### config.mk
export PLATFORM = sky130hd
export DESIGN_NAME = cache_arbiter
export DESIGN_NICKNAME = d
export VERILOG_FILES = /design/src/rtl/cache_arbiter_pkg.sv /design/src/rtl/cache_arbiter.sv
export SDC_FILE = /design/constraint.sdc
export NUM_CORES = 1
export LEC_CHECK = 0
export BUFFER_PORTS_ARGS = -buffer_cell sky130_fd_sc_hd__buf_2
export CAP_MARGIN = 10
export CELL_PAD_IN_SITES_DETAIL_PLACEMENT = 1
export CELL_PAD_IN_SITES_GLOBAL_PLACEMENT = 2
export CORE_AREA = 2 2 546 548
export DETAILED_ROUTE_END_ITERATION = 7
export DIE_AREA = 0 0 548 550
export PLACE_DENSITY = 0.41
export SLEW_MARGIN = 30
export SYNTH_ARGS = -nofsm -noshare
export SYNTH_HDL_FRONTEND = slang
export SYNTH_SLANG_ARGS = --single-unit
export TNS_END_PERCENT = 50
### constraint.sdc
create_clock -name clk -period 4.1 [get_ports clk]
set_input_delay 0.205 -clock clk [delete_from_list [all_inputs] [get_ports clk]]
set_output_delay 0.205 -clock clk [all_outputs]
set_load 0.1 [all_outputs]
### src/rtl/cache_arbiter_pkg.sv
// -----------------------------------------------------------------------------
// rv32i_types -- types shared by the mp2 memory-side blocks.
//
// The package keeps the historical name rv32i_types because the rest of the
// mp2 hierarchy imports it under that name. It holds the machine word and
// cache-line types used on the L1/ewb ports, plus the encodings used by
// cache_arbiter for its FSM state, its round-robin grant record and the
// latched operation of the transaction in flight.
// -----------------------------------------------------------------------------
package rv32i_types;

   localparam int RV32I_WORD_WIDTH = 32;
   localparam int RV32I_LINE_WIDTH = 256;

   typedef logic [RV32I_WORD_WIDTH-1:0] rv32i_word;
   typedef logic [RV32I_LINE_WIDTH-1:0] rv32i_cache_line;

   // Arbiter FSM. DONE is a one-cycle guard between a completion and the next
   // arbitration so that a request still held after its resp is not re-served.
   typedef enum logic [1:0] {
      IDLE   = 2'd0,
      I_BUSY = 2'd1,
      D_BUSY = 2'd2,
      DONE   = 2'd3
   } arb_state_t;

   // Which requester won the most recent arbitration.
   typedef enum logic {
      GRANT_I = 1'b0,
      GRANT_D = 1'b1
   } arb_grant_t;

   // Operation latched at grant time.
   typedef enum logic {
      OP_READ  = 1'b0,
      OP_WRITE = 1'b1
   } arb_op_t;

endpackage : rv32i_types

### src/rtl/cache_arbiter.sv
// -----------------------------------------------------------------------------
// cache_arbiter -- shares one downstream line port between split I/D L1 caches.
//
// Sits between the I-cache, the D-cache and the ewb in the mp2 top level. One
// line transaction is in flight at a time. A lone requester is granted
// directly; when both request in the same IDLE cycle the one that did not win
// last time is granted (round-robin), so neither side can starve.
//
// Ports (flat, so the mp2 top level can wire it directly; cache_arbiter_if
// carries the same signal set for environments that prefer a bundle):
//   clk, rst                      clock, synchronous active-high reset
//   i_mem_address / i_mem_read    I-cache line read request (held until resp)
//   i_mem_rdata / i_mem_resp      line and one-cycle completion to the I-cache
//   d_mem_address / d_mem_read /
//   d_mem_write / d_mem_wdata     D-cache line request (held until resp)
//   d_mem_rdata / d_mem_resp      line and one-cycle completion to the D-cache
//   pmem_address / pmem_read /
//   pmem_write / pmem_wdata       downstream request
//   pmem_rdata / pmem_resp        downstream read line and completion
//
// Timing: grant in cycle N, downstream strobe from cycle N+1 until the cycle
// pmem_resp arrives; that resp is routed to the owner in the same cycle. One
// DONE cycle follows, then IDLE.
// -----------------------------------------------------------------------------
module cache_arbiter
   import rv32i_types::*;
#(
   parameter int ADDR_WIDTH = 32,
   parameter int LINE_WIDTH = 256
) (
   input  logic                  clk,
   input  logic                  rst,

   input  logic [ADDR_WIDTH-1:0] i_mem_address,
   input  logic                  i_mem_read,
   output logic [LINE_WIDTH-1:0] i_mem_rdata,
   output logic                  i_mem_resp,

   input  logic [ADDR_WIDTH-1:0] d_mem_address,
   input  logic                  d_mem_read,
   input  logic                  d_mem_write,
   input  logic [LINE_WIDTH-1:0] d_mem_wdata,
   output logic [LINE_WIDTH-1:0] d_mem_rdata,
   output logic                  d_mem_resp,

   output logic [ADDR_WIDTH-1:0] pmem_address,
   output logic                  pmem_read,
   output logic                  pmem_write,
   output logic [LINE_WIDTH-1:0] pmem_wdata,
   input  logic [LINE_WIDTH-1:0] pmem_rdata,
   input  logic                  pmem_resp
);

   arb_state_t            state_r;
   arb_grant_t            last_grant;
   arb_op_t               op_q;
   logic [ADDR_WIDTH-1:0] addr_q;
   logic [LINE_WIDTH-1:0] wdata_q;

   logic                  i_req_s;
   logic                  d_req_s;
   logic                  pick_d_s;

   // Request decode and round-robin choice used only when the FSM is in IDLE.
   always_comb begin
      i_req_s  = i_mem_read;
      d_req_s  = d_mem_read | d_mem_write;
      pick_d_s = 1'b0;
      if (d_req_s && !i_req_s) begin
         pick_d_s = 1'b1;
      end else if (d_req_s && i_req_s) begin
         // Tie: serve whoever did not win the previous arbitration.
         pick_d_s = (last_grant == GRANT_I);
      end else begin
         pick_d_s = 1'b0;
      end
   end

   // Arbiter FSM together with the grant record and the latched transaction.
   always_ff @(posedge clk) begin
      if (rst) begin
         state_r    <= IDLE;
         last_grant <= GRANT_I;
         op_q       <= OP_READ;
         addr_q     <= {ADDR_WIDTH{1'b0}};
         wdata_q    <= {LINE_WIDTH{1'b0}};
      end else begin
         case (state_r)
            IDLE: begin
               // pmem_resp is deliberately not looked at here.
               if (i_req_s || d_req_s) begin
                  if (pick_d_s) begin
                     state_r    <= D_BUSY;
                     last_grant <= GRANT_D;
                     addr_q     <= d_mem_address;
                     wdata_q    <= d_mem_wdata;
                     // A request showing both read and write is a write.
                     op_q       <= d_mem_write ? OP_WRITE : OP_READ;
                  end else begin
                     state_r    <= I_BUSY;
                     last_grant <= GRANT_I;
                     addr_q     <= i_mem_address;
                     wdata_q    <= {LINE_WIDTH{1'b0}};
                     op_q       <= OP_READ;
                  end
               end else begin
                  state_r <= IDLE;
               end
            end
            I_BUSY, D_BUSY: begin
               // Request inputs are ignored while busy; only the completion
               // moves the FSM on, and there is no timeout.
               if (pmem_resp) begin
                  state_r <= DONE;
               end else begin
                  state_r <= state_r;
               end
            end
            DONE: begin
               state_r <= IDLE;
            end
            default: begin
               state_r <= IDLE;
            end
         endcase
      end
   end

   // Downstream strobes come straight from the state and the latched op;
   // the I side can only ever produce reads.
   always_comb begin
      pmem_read  = 1'b0;
      pmem_write = 1'b0;
      case (state_r)
         I_BUSY: begin
            pmem_read  = 1'b1;
            pmem_write = 1'b0;
         end
         D_BUSY: begin
            pmem_read  = (op_q == OP_READ);
            pmem_write = (op_q == OP_WRITE);
         end
         default: begin
            pmem_read  = 1'b0;
            pmem_write = 1'b0;
         end
      endcase
   end

   // Datapath to the ewb is taken only from the grant-time copies.
   assign pmem_address = addr_q;
   assign pmem_wdata   = wdata_q;

   // Read data is broadcast; the resp pulse alone tells each cache it is theirs.
   assign i_mem_rdata  = pmem_rdata;
   assign d_mem_rdata  = pmem_rdata;
   assign i_mem_resp   = pmem_resp & (state_r == I_BUSY);
   assign d_mem_resp   = pmem_resp & (state_r == D_BUSY);

endmodule : cache_arbiter

==> impl_metrics.ini, run 1 <==
[timing]
setup_viol_count_final = 0
fin_crit_sh_pct = 65.7
fin_crit_ns = 2.69
hold_violations = 0
rsz0062_at_grt = no
finalSetupTns_ns = 0
max_freq_mhz = 371
hold_ws_ns = 0.0116
finClkSkew_ns = 0.0206
maxSlewViolCount = 0
slew_headroom_pct = 32.8
fin_ws_ns = 1.41
worst_slew_pin_slew_ns = 1.01

[route]
drt_iter0_drc = 537
firstDrtPassIters = 5
antenna_left = 0
dr.max_layer_used = met5
avgRoutedWirePerCell_um = 26.7
routed_via_density = 2.35
route.met2.wl_um = 74200
m1WireLength_um = 40300
vias = 14000
dr_wl_met3_um = 40100
wl_um = 159000
drc = 0

[cts]
htreeDepth = 2
cts_setup_buffers = 0
cts_buffers = 45
clockBufferDepth = 3
clock_latency_ns = 0.66
cts.sinks = 292
cts_tree = done
clk_pin_slew_ns = 0.06
cts_resized = 0
cts-root-buf = clkbuf_16

[floorplanning]
die_h_um = 550
initial_core_util_pct = 4.85
die_area_sq_um = 301000
die_w_um = 548
io_pins = 1386
coreArea_sq_um = 296000
rows = 200

[worst_setup_path]
cp_top_family = buffers and inverters
r2r_start = state_r[0]
r2r_end = pmem_address[4]
crit_path_max_incr_delay_ns = 0.60
cp_max_fo = 26
end_kind = flop
cp.required_ns = 4.69
r2r_setup_slack_ns = 1.41
timing.critical_path.cells = inv_1 -> ha_4 -> o31a_2 -> buf_4 -> nor2_1 -> a311oi_1 -> dlygate4sd3_1
cp.arrival_ns = 3.28
startpoint_type = flop
slowest_stage = dlygate4sd3_1
worstSetupPathType = flop to flop
r2r_cells = 7
cp_num_buf_inv = 3

[synth]
yosysSeqAreaShare_pct = 40.8
synth_area_sq_um = 14300
synth.distinct_cells = 24
yosysWarnings = 0
netlist_instances = 1604
ys_ff_latch = 292
syn-mean-instance-area_sq_um = 8.94
synth_top_area_share_pct = 40.8
async_flop_share_pct = 0
synth_top_flop_cell = dfxtp_1
synth_area_leaders = dfxtp_1, buf_4, a32oi_1, nor2_1, buf_2
synth_enable_flop_cells = 0
syn_nets = 2190
synth_top_cell_by_area = dfxtp_1

[global_routing]
grt_pass1_wl_um = 192000
grt_start_max_net_pins = 164
grt_pass1_vias = 14800
antenna_found_initial = 21
track_usage_pct = 10.0
grt-ovfl-total = 0

[place]
gp_congestion = 0.759
io_buffer_count = 617
pre_cts_ws_ns = 1.92
place_hpwl_um = 136000
dpl-instance-area_sq_um = 18200

[layout]
fin_nets = 2549
fill_cells = 35100
final_area_sq_um = 23000
layout_commonest_cell = buf_2
final_cell_mix = buf_2, dlygate4sd3_1, nor2_1, dfxtp_1, a32oi_1
drive_gt1_share_pct = 35.5
area_growth_pct = 60.6

[pwr]
combPwrFrac_pct = 56.3
ir_worst_vdd_mv = 0.892
power_density_nw_per_um2 = 824
seq_power_share_pct = 21.6
pwr-share-clk_pct = 22.2
power.internal_uw = 7990
leakage_uw = 0.00859
p_sw_uw = 11000
switching_share_pct = 57.9
finalPower_uw = 19000

[run_status]
status = completed

[min_path]
worst_hold_startpoint = rst
hold_class = input pin to flop
hold_path_depth = 2
holdPathEnd = pmem_wdata[232]

[run]
drv_cap = 0
power by group through the flow:
| stage | clock [uW] | combinational (uW) | sequential (uW) |
|---|---|---|---|
| after floorplan | 0 | 4760 | 9310 |
| after global placement | 0 | 10400 | 4130 |
| after detailed placement | 0 | 10400 | 4150 |
| after CTS | 4420 | 10800 | 4110 |
| after global routing | 4510 | 11200 | 4190 |
| final | 4200 | 10700 | 4090 |
cells by family (layout without fill, tap and decap cells):
kind of cell | count (synthesis) | in the layout | synth area share [%]
other cells | 0 | 9 | 0
simple gates | 365 | 365 | 9.67
flops | 292 | 292 | 40.8
fa+ha+maj | 4 | 4 | 0.349
buf+inv | 645 | 1040 | 30.9
compound gates | 298 | 298 | 18.3
worst register-to-register path: stages (launching register included):
cell,delay [ns]
dfxtp_1,0.33
inv_1,0.15
ha_4,0.22
o31a_2,0.58
buf_4,0.44
nor2_1,0.07
a311oi_1,0.27
dlygate4sd3_1,0.60
per-stage QoR:
step	utilization, %	instances
2_1_floorplan	-	1604
3_3_place_gp	6.16	5532
3_5_place_dp	6.16	5532
4_1_cts	7.78	5938
5_1_grt	7.79	5942
6_report	7.79	5947
sequential cells by signal, summed over array words and instances (netlist names):
| name | flops |
|---|---|
| last_grant | 1 |
| op_q | 1 |
| pmem_address | 32 |
| pmem_wdata | 256 |
| state_r | 2 |
final cells by class:
class / instances / area [sq um] / area share, %
timing repair buffer: 955 / 6560 / 28.5
sequential: 292 / 5850 / 25.4
tap: 3939 / 4930 / 21.4
multi-input combinational: 667 / 4100 / 17.8
clock buffer: 64 / 1290 / 5.60
clock inverter: 19 / 270 / 1.17
antenna: 9 / 22.5 / 0.0978
inverter: 2 / 7.51 / 0.0326
worst max-delay path by stage:
stage | from | to | slack (ns) | cells past startpoint
4_1_cts | state_r[0] | pmem_address[13] | 1.39 | 7
3_5_place_dp | state_r[0] | pmem_address[20] | 1.92 | 6
6_report | state_r[0] | pmem_address[4] | 1.41 | 7
3_3_place_gp | state_r[0] | pmem_address[20] | 1.91 | 6
2_1_floorplan | state_r[0] | pmem_read | 2.43 | 3
5_1_grt | state_r[0] | pmem_address[20] | 1.25 | 7
synthesized netlist by cell type (all sizes together) (2+ instances only):
cell type and n:
dfxtp 292, a311oi 32, clkbuf 63, buf 580
nand2 65, ha 4, inv 2, a32oi 258
nor2 293, and2 3
metal layers:
metal | vias to the layer above | track usage (%)
met5 | - | 0
met4 | 4 | 2.66
met3 | 176 | 11.7
met2 | 1386 | 16.7
met1 | 6554 | 7.29
li1 | 5877 | -
timing repair:
item,in CTS,in global routing
hold buffers,323,0
endpoints found under the hold margin,291,0
endpoints found under the setup margin,0,0
(Power assumes the default switching activity.)
==> run 2, diff against run 1 <==
Settings changed: CORE_AREA 2 2 546 548 to 2 2 544 546, DIE_AREA 0 0 548 550 to 0 0 546 548, PLACE_DENSITY 0.41 to 0.42.
Clock period 4.1 ns to 2.4 ns, I/O delays scaled along.
==> run 2 against run 1 <==
  * Register-to-register slack got worse by 1.3 ns
  * Count of clock-buffer cells in the layout increased by 1
  * Final cell count increased by 0.42%
  * Combinational power increased by 80%
  * Critical path type is now input pin to flop
  * Sequential share of layout area decreased by 0.62 points
  * Critical endpoint is now pmem_address[10]
  * Cell area increased by 2.5%
  * Highest routed layer unchanged
  * Power increased by 77%
  * Largest power group unchanged
  * Via count increased by 1.9%
  * Clock power increased by 71%
  * Critical path depth unchanged
  * Routed wire length increased by 4.4%
==> impl_metrics.ini, run 2 (same netlist as run 1, synthesis figures left out) <==
[layout]
largest_register_ffs = 256
final_cell_mix = buf_2, dlygate4sd3_1, nor2_1, dfxtp_1, a32oi_1
fin_nets = 2601
layout_commonest_cell = buf_2
fill_cells = 35000
drive_gt1_share_pct = 35.0
post-route-util_pct = 8.05
area_growth_pct = 64.6
multi_input_area_sq_um = 4110
ff_latch_area_sq_um = 5850

[worst_setup_path]
cp.arrival_ns = 2.93
crit_start = d_mem_write
r2r_start = state_r[0]
r2r_end = pmem_wdata[185]
cp_top_family = buffers and inverters
r2r_setup_slack_ns = 0.13
cp_num_buf_inv = 4
cp.depth = 7
cp_common_cell = dlygate4sd3_1
startpoint_type = input pin
cp_max_fo = 66
timing.critical_path.cells = dlygate4sd3_1 -> buf_2 -> a2bb2oi_4 -> buf_12 -> nand2_1 -> a311oi_1 -> dlygate4sd3_1
end_kind = flop
crit_path_max_incr_delay_ns = 0.64
slowest_stage = dlygate4sd3_1
r2r_cells = 7
critPathCapture = pmem_address[10]
worstSetupPathType = input pin to flop
cp.required_ns = 3.02

[pwr]
leakage_uw = 0.00895
ir_worst_vdd_mv = 0.960
switching_share_pct = 58.1
power_density_nw_per_um2 = 1420
pwr-share-clk_pct = 21.4
seq_power_share_pct = 21.1
combPwrFrac_pct = 57.5
power.internal_uw = 14000
p_sw_uw = 19500

[timing]
rsz0062_at_grt = no
worst_slew_pin_slew_ns = 0.797
fin_crit_ns = 2.31
slew_headroom_pct = 47.2
fin_crit_sh_pct = 96.3
setup_viol_count_final = 0
finalSetupTns_ns = 0
hold_violations = 0
max_freq_mhz = 433
maxSlewViolCount = 0
finClkSkew_ns = 0.0430

[global_routing]
grt_start_max_net_pins = 103
antenna_found_initial = 15
track_usage_pct = 10.5
grt_pass1_vias = 15000
grt-ovfl-total = 0
grt_pass1_wl_um = 199000

[floorplanning]
die_w_um = 546
rows = 199
initial_core_util_pct = 4.89
coreArea_sq_um = 293000
io_pins = 1386
die_area_sq_um = 299000
die_h_um = 548

[route]
routed_via_density = 2.39
antenna_left = 0
vias = 14300
firstDrtPassIters = 4
drc = 0
wl_um = 166000
drt_iter0_drc = 805
avgRoutedWirePerCell_um = 27.7

[cts]
clk_pin_slew_ns = 0.06
htreeDepth = 2
cts.sinks = 292
cts_tree = done
cts_buffers = 45
clockBufferDepth = 3
cts-root-buf = clkbuf_16
clock_latency_ns = 0.68

[place]
gp_congestion = 0.818
io_buffer_count = 617
place_hpwl_um = 140000

[run_status]
status = completed

[run]
drv_cap = 0

[min_path]
hold_class = input pin to flop
-- run 2: cell types whose count changed in the layout (fill, tap and decap cells not counted), moves of 2 or more --
cell	change
buf_12	+6
buf_2	-2
clkbuf_1	-2
clkbuf_8	+4
diode_2	-5
dlygate4sd3_1	+44
inv_6	-3
-- run 2: final cells by class --
| cell class | count | share of cell area [%] |
|---|---|---|
| Antenna cell | 4 | 0.0424 |
| Clock buffer | 65 | 5.56 |
| Clock inverter | 16 | 0.944 |
| Inverter | 2 | 0.0318 |
| Multi-Input combinational cell | 667 | 17.4 |
| Sequential cell | 292 | 24.8 |
| Tap cell | 3919 | 20.8 |
| Timing Repair Buffer | 1007 | 30.5 |
-- run 2: worst min path at each step --
stage	start	end	slack (ns)	cells past startpoint
after floorplan	d_mem_address[6]	pmem_address[6]	0.28	2
after global placement	pmem_rdata[124]	i_mem_rdata[124]	0.24	0
after detailed placement	pmem_rdata[124]	i_mem_rdata[124]	0.24	0
after CTS	d_mem_read	state_r[0]	0.02	4
after global routing	d_mem_read	state_r[0]	0.13	4
final	d_mem_read	state_r[0]	0.16	4
-- run 2: power by group through the flow --
| stage | combinational, uW | sequential, uW | clock, uW |
|---|---|---|---|
| 2_1_floorplan | 8140 | 15900 | 0 |
| 4_1_cts | 19200 | 7060 | 7590 |
| 3_3_place_gp | 18200 | 7100 | 0 |
| 5_1_grt | 20200 | 7200 | 7700 |
| 3_5_place_dp | 18300 | 7130 | 0 |
| 6_report | 19300 | 7060 | 7180 |
-- run 2: layer usage --
metal / vias up / GRT usage (%) / wire length [um]
li1: 5974 / - / -
met1: 6695 / 8.13 / 44700
met2: 1374 / 16.5 / 74000
met3: 202 / 12.0 / 40100
met4: 14 / 3.54 / 6010
met5: - / 1.55 / 692
-- run 2: worst register-to-register path: stages (launching register included) --
cell	delay, ns
dfxtp_1	0.32
inv_1	0.15
ha_4	0.25
o31ai_4	0.15
buf_12	0.22
a32oi_1	0.42
nor2_1	0.06
dlygate4sd3_1	0.59
-- run 2: repair_timing --
action,CTS,global route
setup endpoints to repair,2,1
resized for setup,2,2
gates cloned,0,2
hold buffers,367,0
buffers inserted,0,0
endpoints found under the hold margin,292,0
-- run 2: metrics by stage --
| stage | power, uW | worst slack, ns | cells | hold slack (ns) | instance area (sq um) |
|---|---|---|---|---|---|
| floorplan | 24000 | 0.819 | 1604 | 0.279 | 14300 |
| detailed placement | 25400 | 0.634 | 5518 | 0.241 | 18300 |
| global route | 35100 | 0.00318 | 5968 | 0.129 | 23600 |
| finish | 33500 | 0.0889 | 5972 | 0.158 | 23600 |
| global placement | 25300 | 0.676 | 5518 | 0.241 | 18300 |
| CTS | 33900 | 0.0975 | 5966 | 0.0217 | 23500 |
==> run 3, diff against run 2 <==
Settings changed: ABC_AREA set to 1, CORE_AREA 2 2 544 546 to 2 2 539 541, DIE_AREA 0 0 546 548 to 0 0 541 543, PLACE_DENSITY 0.42 to 0.45.
Clock period 2.4 ns to 2.19 ns, I/O delays scaled along.
==> run 3 against run 2 <==
  * Setup slack gained 0.091 ns
  * Critical path depth shrank 2
  * Worst hold slack lost 0.087 ns
  * Core utilization grew 0.97 points
  * Critical endpoint is now i_mem_resp
  * Largest cell class unchanged
  * Largest power group unchanged
==> impl_metrics.ini, run 3 <==
[synth]
async_flop_share_pct = 0
yosysMostFrequentCell = nand2_1
yosysWarnings = 0
synth_area_leaders = dfxtp_1, buf_4, nand2_1, nor2_1, a21oi_1
yosysSeqAreaShare_pct = 34.8
ys_ff_latch = 292
synth_top_cell_by_area = dfxtp_1
synthTopCellsByCount = nand2_1, buf_4, nor2_1
synth_enable_flop_cells = 0
synth_top_flop_cell = dfxtp_1
synth_top_area_share_pct = 34.8
syn-mean-instance-area_sq_um = 6.59
syn_nets = 3132
synth_area_sq_um = 16800
netlist_instances = 2546
synth.distinct_cells = 15

[floorplanning]
initial_core_util_pct = 5.84
die_area_sq_um = 294000
rows = 197
coreArea_sq_um = 287000
io_pins = 1386
die_w_um = 541
die_h_um = 543

[timing]
hold_violations = 0
rsz0062_at_grt = no
slew_headroom_pct = 35.8
setup_viol_count_final = 0
fin_crit_ns = 2.01
max_freq_mhz = 497
fin_ws_ns = 0.180
worst_slew_pin_slew_ns = 0.963
maxSlewViolCount = 0
hold_ws_ns = 0.0716
fin_crit_sh_pct = 91.8
finClkSkew_ns = 0.0358
finalSetupTns_ns = 0

[place]
place_hpwl_um = 112000
io_buffer_count = 617
pre_cts_ws_ns = 0.146
gp_congestion = 0.761

[layout]
post-route-util_pct = 9.02
multi_input_area_sq_um = 5200
final_cell_mix = nand2_1, buf_2, nor2_1, inv_1, dlygate4sd3_1
fill_cells = 34800
layout_commonest_cell = nand2_1
drive_gt1_share_pct = 25.5
area_growth_pct = 54.5
ff_latch_area_sq_um = 5850
largest_register_ffs = 256
fin_nets = 3545

[cts]
clockBufferDepth = 3
clk_pin_slew_ns = 0.05
htreeDepth = 2
cts-root-buf = clkbuf_16
clock_latency_ns = 0.69
cts_tree = done
cts_buffers = 50
cts.sinks = 292

[pwr]
power_density_nw_per_um2 = 1460
leakage_uw = 0.0115
ir_worst_vdd_mv = 0.808

[global_routing]
grt_start_max_net_pins = 113
track_usage_pct = 8.77
antenna_found_initial = 34
grt-ovfl-total = 0
grt_pass1_wl_um = 171000
grt_pass1_vias = 18200

[worst_setup_path]
end_kind = primary output
startpoint_type = flop
worstSetupPathType = flop to primary output
cp.arrival_ns = 1.90
cp.required_ns = 2.08
cp_max_fo = 3

[route]
avgRoutedWirePerCell_um = 19.7
routed_via_density = 2.48
antenna_left = 0
firstDrtPassIters = 4
vias = 16800
drt_iter0_drc = 586
wl_um = 133000
drc = 0

[run_status]
status = completed

[min_path]
hold_class = input pin to flop

[run]
drv_cap = 0
-- run 3: final timing paths --
kind	from	endpoint	slack (ns)	cells after the start
setup reg to reg	state_r[0]	pmem_wdata[225]	0.26	8
setup / recovery	state_r[1]	i_mem_resp	0.18	5
hold / removal	d_mem_address[5]	pmem_address[5]	0.07	6
hold reg to reg	pmem_wdata[152]	pmem_wdata[152]	0.46	2
-- run 3: kinds of logic after synthesis --
group,after synthesis,share of synthesized area [%]
and+or+nand+nor,1008,22.6
buffers and inverters,976,34.3
DFF,292,34.8
AOI/OAI and AO/OA,266,7.97
adders and majority gates,4,0.298
-- run 3: metrics by stage --
step	power, uW	area [sq um]	cells
finish	37900	25900	6784
global route	40400	25900	6778
CTS	39200	25900	6777
detailed placement	29300	20900	6362
global placement	29300	20900	6362
floorplan	26700	16800	2546
-- run 3: critical path: stages, from the launching register on --
cell	delay [ns]
dfxtp_1	0.32
inv_1	0.10
ha_1	0.21
nand2_1	0.07
inv_1	0.05
buf_2	0.44
-- run 3: layer usage --
layer | GRT usage, % | wire length [um] | vias to the layer above
li1 | - | - | 7850
met1 | 8.44 | 45400 | 7604
met2 | 13.1 | 55400 | 912
met3 | 6.71 | 23000 | 471
met4 | 5.51 | 9520 | 8
met5 | 0.427 | 147 | -
-- run 3: layout make-up --
class	count	area share, %
inverters	333	4.82
flip-flops and latches	292	22.5
clock buffers	65	5.31
multi-input cells	1278	20.1
diodes	7	0.0676
clock inverters	24	1.31
well taps	3781	18.2
repair buffers	1004	27.6
-- run 3: power by group --
group	total [uW]	internal, uW	leakage [uW]	switching, uW
clock	8790	5240	0.000844	3550
combinational	21500	4100	0.00830	17400
sequential	7520	6720	0.00240	804
total	37900	16100	0.0115	21800
-- run 3: repair_timing --
action                                  4_1_cts  5_1_grt
gates resized for setup                       1        3
hold endpoints to repair                    292        0
buffers inserted                              0        0
hold buffers                                326        0
pin swaps                                     0        0
endpoints found under the setup margin        1        2
